--- config.mk ---
export PLATFORM = sky130hd
export DESIGN_NAME = perf_counter_bank
export DESIGN_NICKNAME = d
export VERILOG_FILES = /design/src/rtl/perf_counter_bank.sv
export SDC_FILE = /design/constraint.sdc
export NUM_CORES = 2
export LEC_CHECK = 0
export BUFFER_PORTS_ARGS = -buffer_cell sky130_fd_sc_hd__clkbuf_2
export CAP_MARGIN = 5
export CORE_AREA = 5 5 327 329
export CTS_CLUSTER_DIAMETER = 50
export DETAILED_ROUTE_END_ITERATION = 12
export DIE_AREA = 0 0 332 334
export PLACE_DENSITY = 0.76
export SYNTH_ARGS = -nofsm -noshare
export SYNTH_HDL_FRONTEND = slang
export SYNTH_SLANG_ARGS = --single-unit
--- constraint.sdc ---
create_clock -name clock -period 7.47 [get_ports clock]
set_input_delay 1.8675 -clock clock [delete_from_list [all_inputs] [get_ports clock]]
set_output_delay 1.8675 -clock clock [all_outputs]
set_load 0.1 [all_outputs]
--- src/rtl/perf_counter_bank.sv ---
// Bank of multi-bit-increment event counters with sticky overflow, a snapshot
// shadow bank and a one-cycle registered read port.
module perf_counter_bank #(
    parameter int NUM_CNT   = 9,
    parameter int CNT_WIDTH = 64,
    parameter int INC_WIDTH = 1,
    parameter int SATURATE  = 0,
    parameter int ADDR_W    = (NUM_CNT > 1) ? $clog2(NUM_CNT) : 1
) (
    input  logic                         clock,
    input  logic                         reset,
    input  logic [NUM_CNT*INC_WIDTH-1:0] event_inc,
    input  logic                         cnt_en,
    input  logic                         clear,
    input  logic                         snap,
    input  logic                         rd_req,
    input  logic [ADDR_W-1:0]            rd_addr,
    input  logic                         rd_shadow,
    output logic                         rd_ack,
    output logic [CNT_WIDTH-1:0]         rd_data,
    output logic                         rd_ovf,
    output logic [NUM_CNT-1:0]           ovf
);

    logic [CNT_WIDTH-1:0] r_cnt    [NUM_CNT];
    logic [CNT_WIDTH-1:0] r_sh_cnt [NUM_CNT];
    logic [NUM_CNT-1:0]   r_ovf;
    logic [NUM_CNT-1:0]   r_sh_ovf;
    logic                 r_rd_ack;
    logic [CNT_WIDTH-1:0] r_rd_data;
    logic                 r_rd_ovf;

    logic [CNT_WIDTH:0]   w_sum     [NUM_CNT];
    logic [CNT_WIDTH-1:0] w_cnt_nxt [NUM_CNT];
    logic [NUM_CNT-1:0]   w_ovf_nxt;
    logic [CNT_WIDTH-1:0] w_rd_data;
    logic                 w_rd_ovf;

    // Next-state of every live counter: clear wins over counting, carry-out sets the sticky flag.
    always_comb begin
        w_ovf_nxt = r_ovf;
        for (int i = 0; i < NUM_CNT; i++) begin
            w_sum[i]     = {1'b0, r_cnt[i]} + (CNT_WIDTH+1)'(event_inc[i*INC_WIDTH +: INC_WIDTH]);
            w_cnt_nxt[i] = r_cnt[i];
            if (clear) begin
                w_cnt_nxt[i] = '0;
                w_ovf_nxt[i] = 1'b0;
            end else if (cnt_en) begin
                if (w_sum[i][CNT_WIDTH]) begin
                    w_ovf_nxt[i] = 1'b1;
                    if (SATURATE != 0) begin
                        w_cnt_nxt[i] = '1;
                    end else begin
                        w_cnt_nxt[i] = w_sum[i][CNT_WIDTH-1:0];
                    end
                end else begin
                    w_cnt_nxt[i] = w_sum[i][CNT_WIDTH-1:0];
                end
            end else begin
                w_cnt_nxt[i] = r_cnt[i];
            end
        end
    end

    // Read mux over current register values; unmapped addresses return zero.
    always_comb begin
        w_rd_data = '0;
        w_rd_ovf  = 1'b0;
        if (int'(rd_addr) < NUM_CNT) begin
            if (rd_shadow) begin
                w_rd_data = r_sh_cnt[rd_addr];
                w_rd_ovf  = r_sh_ovf[rd_addr];
            end else begin
                w_rd_data = r_cnt[rd_addr];
                w_rd_ovf  = r_ovf[rd_addr];
            end
        end else begin
            w_rd_data = '0;
            w_rd_ovf  = 1'b0;
        end
    end

    // Live counters and shadow bank; the shadow samples pre-update values.
    always_ff @(posedge clock or negedge reset) begin
        if (!reset) begin
            for (int i = 0; i < NUM_CNT; i++) begin
                r_cnt[i]    <= '0;
                r_sh_cnt[i] <= '0;
            end
            r_ovf    <= '0;
            r_sh_ovf <= '0;
        end else begin
            for (int i = 0; i < NUM_CNT; i++) begin
                r_cnt[i] <= w_cnt_nxt[i];
                if (snap) begin
                    r_sh_cnt[i] <= r_cnt[i];
                end else begin
                    r_sh_cnt[i] <= r_sh_cnt[i];
                end
            end
            r_ovf <= w_ovf_nxt;
            if (snap) begin
                r_sh_ovf <= r_ovf;
            end else begin
                r_sh_ovf <= r_sh_ovf;
            end
        end
    end

    // Registered read port; data holds between acks.
    always_ff @(posedge clock or negedge reset) begin
        if (!reset) begin
            r_rd_ack  <= 1'b0;
            r_rd_data <= '0;
            r_rd_ovf  <= 1'b0;
        end else begin
            r_rd_ack <= rd_req;
            if (rd_req) begin
                r_rd_data <= w_rd_data;
                r_rd_ovf  <= w_rd_ovf;
            end else begin
                r_rd_data <= r_rd_data;
                r_rd_ovf  <= r_rd_ovf;
            end
        end
    end

    assign rd_ack  = r_rd_ack;
    assign rd_data = r_rd_data;
    assign rd_ovf  = r_rd_ovf;
    assign ovf     = r_ovf;

endmodule

Word level (Yosys, flattened, before mapping)
Index checks and enable logic that the tools add are counted.
{"block": "word_totals", "reg_bits": 1236, "output_inout_bits": 75, "word_cells": 122, "in_bits": 20}
{"block": "op_classes", "bitwise": 1, "order_cmp": 3, "n_mux": 59, "reduce_logical": 19, "n_addsub": 9}
{"operator": "64-bit 2-to-1 mux", "count": 24}
{"operator": "64-bit by 1-bit adder with 65-bit output", "count": 9}
{"operator": "64-bit binary-select mux with 4-bit select", "count": 2}
{"operator": "1-bit 2-to-1 mux", "count": 31}
{"operator": "2-bit nonzero test", "count": 10}
{"operator": "2-bit AND reduction", "count": 9}
{"operator": "1-bit binary-select mux with 4-bit select", "count": 2}
{"operator": "5-bit greater-or-equal comparator (second input constant)", "count": 1}
{"operator": "4-bit by 5-bit < comparator with 1-bit output (second input constant)", "count": 1}
{"operator": "4-bit inverter with 5-bit output", "count": 1}
{"operator": "4-bit < comparator (second input constant)", "count": 1}

Longest topological paths before layout
{"block": "logic_depth", "depth_word": 6, "ltp_mapped": 9, "ltp_nobuf": 8}

Least setup slack after synthesis
Ideal clock, no wire load.
{"block": "synth_path", "path_kind": "input to register", "startpoint": "in rd_addr[0]", "endpoint": "reg r_rd_data[23] (netlist: rd_data[23])", "required_ps": 7335, "setup_ps": 135, "arrival_time_ps": 3731, "path_stages": 8, "path_slack_ps": 3604, "path_buffers": 3, "path_cell_list": "clkbuf_1 > buf_2 > buf_1 > mux4_2 > o22ai_1 > nor3_1 > a21oi_1 > o31ai_1"}
{"block": "synth_between", "elab_chain_cells": 6, "word_cells_on_any_way": 10, "classes_between": "order compare (1); mux (8); bitwise (1)"}
{"item": "from (decl)", "line": "17", "source": "input logic [ADDR_W-1:0] rd_addr,"}
{"item": "4-bit inverter with 5-bit output (implied by the code)", "line": "71, 74"}
{"item": "64-bit binary-select mux with 4-bit select (on tied branches)", "line": "74, 71"}
{"item": "64-bit 2-to-1 mux (on tied branches) (2 in a row)", "line": "74, 71"}
{"item": "64-bit 2-to-1 mux", "line": "70", "source": "if (rd_shadow) begin"}
{"item": "64-bit 2-to-1 mux (*)", "line": "69", "source": "if (int'(rd_addr) < NUM_CNT) begin"}
{"item": "to (signal assigned)", "line": "119", "source": "r_rd_data <= w_rd_data;"}
{"item": "to (signal assigned)", "line": "122", "source": "r_rd_data <= r_rd_data;"}
{"item": "to (decl)", "line": "30", "source": "logic [CNT_WIDTH-1:0] r_rd_data;"}
Mark *: on every way between the ends. The rest lies on a longest branch, timed or not. The select of a mux whose other input is x is not followed.
A chain may end at the register's enable or synchronous reset.

Worst setup path in the final report
{"block": "layout_path", "startpoint": "in cnt_en", "endpoint": "reg r_cnt[306] (netlist bit)"}
{"block": "layout_between", "elab_chain_cells": 1}
{"item": "from (decl)", "line": "13", "source": "input logic cnt_en,"}
{"item": "2-bit nonzero test (no line)"}
{"item": "to (signal, indexed assignment)", "line": "94", "source": "r_cnt[i] <= w_cnt_nxt[i];"}
{"item": "to (decl)", "line": "25", "source": "logic [CNT_WIDTH-1:0] r_cnt [NUM_CNT];"}
No other way between the ends.

==> results.json <==
{
  "outcome": "complete, no violations",
  "core.rowCount": 118,
  "yosysWarnings": 0,
  "rr_endpoint": "r_cnt[381]",
  "crit_type": "in2reg",
  "timing.fmax_ghz": 0.222,
  "synth_nets": 5331,
  "netlist_area_sq_mm": 0.0616,
  "route.vias.total": 44700,
  "rrSetupSlack_ns": 3.76,
  "skew_ns": 0.0317,
  "r2r-start": "r_cnt[333]",
  "drive_gt1_frac": 0.236,
  "clock-sinks": 1236,
  "crit_end": "r_cnt[306]",
  "p_leak_nw": 29.5,
  "ir_worst_vdd_mv": 0.253,
  "p_per_area_mw_per_mm2": 216,
  "worstPathRequired_ns": 8.12,
  "drt-initial-drc-count": 5781,
  "power_mw": 14.6,
  "path_max_fanout": 25,
  "clock_latency_ns": 0.75,
  "firstDrtPassIters": 7,
  "fin_nets": 5295,
  "clk_path_buf_depth": 3,
  "crit_chain": "clkbuf_2 -> buf_4 -> o2111a_1 -> nand4_1 -> nor4_4 -> buf_4 -> nand3_1 -> or3_1 -> a21oi_1",
  "dp.cells": 6498,
  "core_area_sq_mm": 0.103,
  "path_delay_family": "simple AND/OR/NAND/NOR gates",
  "h-tree-depth": 4,
  "holdWs_ns": 0.499,
  "initial_core_util": 0.597,
  "finalNonFillerCells": 6742,
  "dieArea_sq_mm": 0.111,
  "worstPathArrival_ns": 5.17,
  "num-fill-cells": 7464,
  "num_io_pins": 95,
  "synth_cells": 5293,
  "grt_remaining_overflow": 0,
  "post-route-drc-count": 0,
  "finalSetupViolCount": 0,
  "final_antenna_net_count": 0,
  "routed_wirelength_mm": 173,
  "rsz0062_at_grt": "no",
  "path_clk_slew_ns": 0.06,
  "cp_num_buf_inv": 3,
  "grt_max_degree": 211,
  "slew_headroom": 0.193,
  "final_core_util": 0.658,
  "startpoint": "cnt_en",
  "cts_root_buffer": "clkbuf_16",
  "grt_usage": 0.310,
  "synth_edf_count": 0,
  "hold_violations": 0,
  "cap_violations": 0,
  "gp_congestion": 0.915,
  "post_cts.repair.setup_buffers": 0,
  "cp_slowest_cell": "clkbuf_2",
  "port_buffers": 94,
  "grt_first_pass_wirelength_mm": 267,
  "crit_path_start_kind": "input port",
  "final_max_slew_viol_count": 0,
  "cts-resized-gates": 0,
  "post_drt_wl_per_cell_um": 25.6,
  "yosysSeqAreaShare": 0.502,
  "die_x_um": 332,
  "syn_area_per_cell_sq_um": 11.6,
  "synth-async-reset-ratio": 1.00,
  "synth_flop_cell": "dfrtp_1",
  "area_delta_synth_final_pct": 10.3,
  "crit_top_cell": "buf_4",
  "diodes": 0,
  "yosysUniqueCellTypes": 59,
  "endpoint_kind": "flop",
  "ctsHoldBuffers": 0,
  "crit_cells": 9,
  "cts_tree": "yes",
  "synth-seq-cells": 1236,
  "cts-buffers-inserted": 137,
  "grt_pass1_vias": 43500,
  "min_period_over_period": 0.604,
  "dieHeight_um": 334,
  "hp-class": "reg2reg",
  "fin_setup_tns_ns": 0,
  "vias_per_cell": 6.63,
  "reg2reg_depth": 6,
  "cpPeakStageDelay_ns": 0.57,
  "antenna_found_initial": 8,
  "worst_pin_slew_ns": 1.21,
  "hpwl_mm": 119,
  "min_period_ns": 4.51
}
[flip-flops by register name (all words and copies together) (netlist names)]
register  count
r_cnt       576
ovf           9
rd_data      64
r_sh_cnt    576
rd_ovf        1
rd_ack        1
r_sh_ovf      9
[worst min path at each step]
stage               depth (start not counted)          start            end
floorplan                                   1  r_sh_cnt[128]  r_sh_cnt[128]
global placement                            1  r_sh_cnt[287]  r_sh_cnt[287]
detailed placement                          1  r_sh_cnt[293]  r_sh_cnt[293]
CTS                                         1  r_sh_cnt[293]  r_sh_cnt[293]
global route                                1    rd_data[55]    rd_data[55]
finish                                      1    rd_data[55]    rd_data[55]
[layout make-up]
class	count	area [sq um]	area share
clock buffers	194	4010	0.0590
flip-flops and latches	1236	30900	0.455
repair buffers	153	1160	0.0171
well taps	1380	1730	0.0254
clock inverters	50	687	0.0101
multi-input cells	3639	29100	0.428
inverters	90	340	0.00501
[synthesized netlist by cell type (3+ instances only)]
master	n	area, sq um
nand3_1	210	1050
nor4b_2	3	45.0
nand2_1	244	916
clkbuf_1	264	991
o221ai_1	21	184
nor3_1	154	771
xor2_1	229	2010
ha_1	18	225
a22o_1	8	70.1
nand4b_1	4	35.0
o211ai_1	3	22.5
xnor2_1	255	2230
inv_1	88	330
o22ai_1	116	726
nor4_2	12	150
nand2b_1	3	18.8
nand4_1	170	1060
o211a_1	3	30.0
or3_1	74	463
nor4_1	82	513
nand3b_1	4	30.0
nor3_2	11	110
and4_1	51	447
nor2_1	663	2490
or4_1	4	30.0
nor3b_1	7	52.6
a31oi_1	3	18.8
a32o_1	21	210
a211oi_1	5	37.5
buf_1	32	120
and3_1	64	400
mux2i_1	47	470
o31ai_1	36	270
buf_2	28	140
a21oi_1	108	541
nor4b_1	5	43.8
o2111ai_1	5	43.8
mux4_2	260	5860
or2_2	9	56.3
o21ai_0	90	450
dfrtp_1	1236	30900
and2_1	22	138
nor2b_1	15	93.8
mux2_2	586	6600
[cells by family (layout without fill, tap and decap cells)]
kind of cell	Yosys count	in the layout	synth area share
buffers and inverters	418	487	0.0264
AND/OR/NAND/NOR	1815	1815	0.146
multiplexers	893	893	0.210
flip-flops	1236	1236	0.502
adder cells (fa/ha/maj)	18	18	0.00366
XOR/XNOR	484	484	0.0688
AO/OA/AOI/OAI	429	429	0.0438
[report_power, final]
part	internal (mW)	switching [mW]	total (mW)
clock	4.20	2.81	7.01
sequential	6.73	0.0499	6.78
combinational	0.213	0.641	0.854
[layout by cell type (no fill, tap or decap), types with 30 or more instances in the layout]
| master | instances |
|---|---|
| buf_4 | 45 |
| mux2i_1 | 47 |
| mux4_2 | 260 |
| clkbuf_2 | 88 |
| clkbuf_8 | 30 |
| nor2_1 | 663 |
| o21ai_0 | 90 |
| dfrtp_1 | 1236 |
| inv_1 | 87 |
| o31ai_1 | 36 |
| mux2_2 | 586 |
| a21oi_1 | 107 |
| o22ai_1 | 116 |
| and3_1 | 64 |
| nand2_1 | 242 |
| xnor2_1 | 255 |
| and4_1 | 51 |
| nand3_1 | 210 |
| nor3_1 | 154 |
| or3_1 | 74 |
| xor2_1 | 229 |
| nor4_1 | 82 |
| clkbuf_16 | 140 |
| nand4_1 | 170 |
[metrics by stage]
stage                     instance area (sq um)  setup WS, ns
final                                     67900          2.96
after global routing                      67900          2.77
after CTS                                 67900          3.07
after detailed placement                  63200          2.29
after global placement                    63200          2.38
after floorplan                           61600          3.60
[metal layers]
metal	routed length, um	vias to the layer above	track usage
met4	6810	6	0.112
met2	75900	2246	0.450
met3	18200	369	0.0693
li1	-	19100	-
met1	71900	23000	0.465
met5	38	-	0
Note: power is estimated with default switching activity, not from simulation.
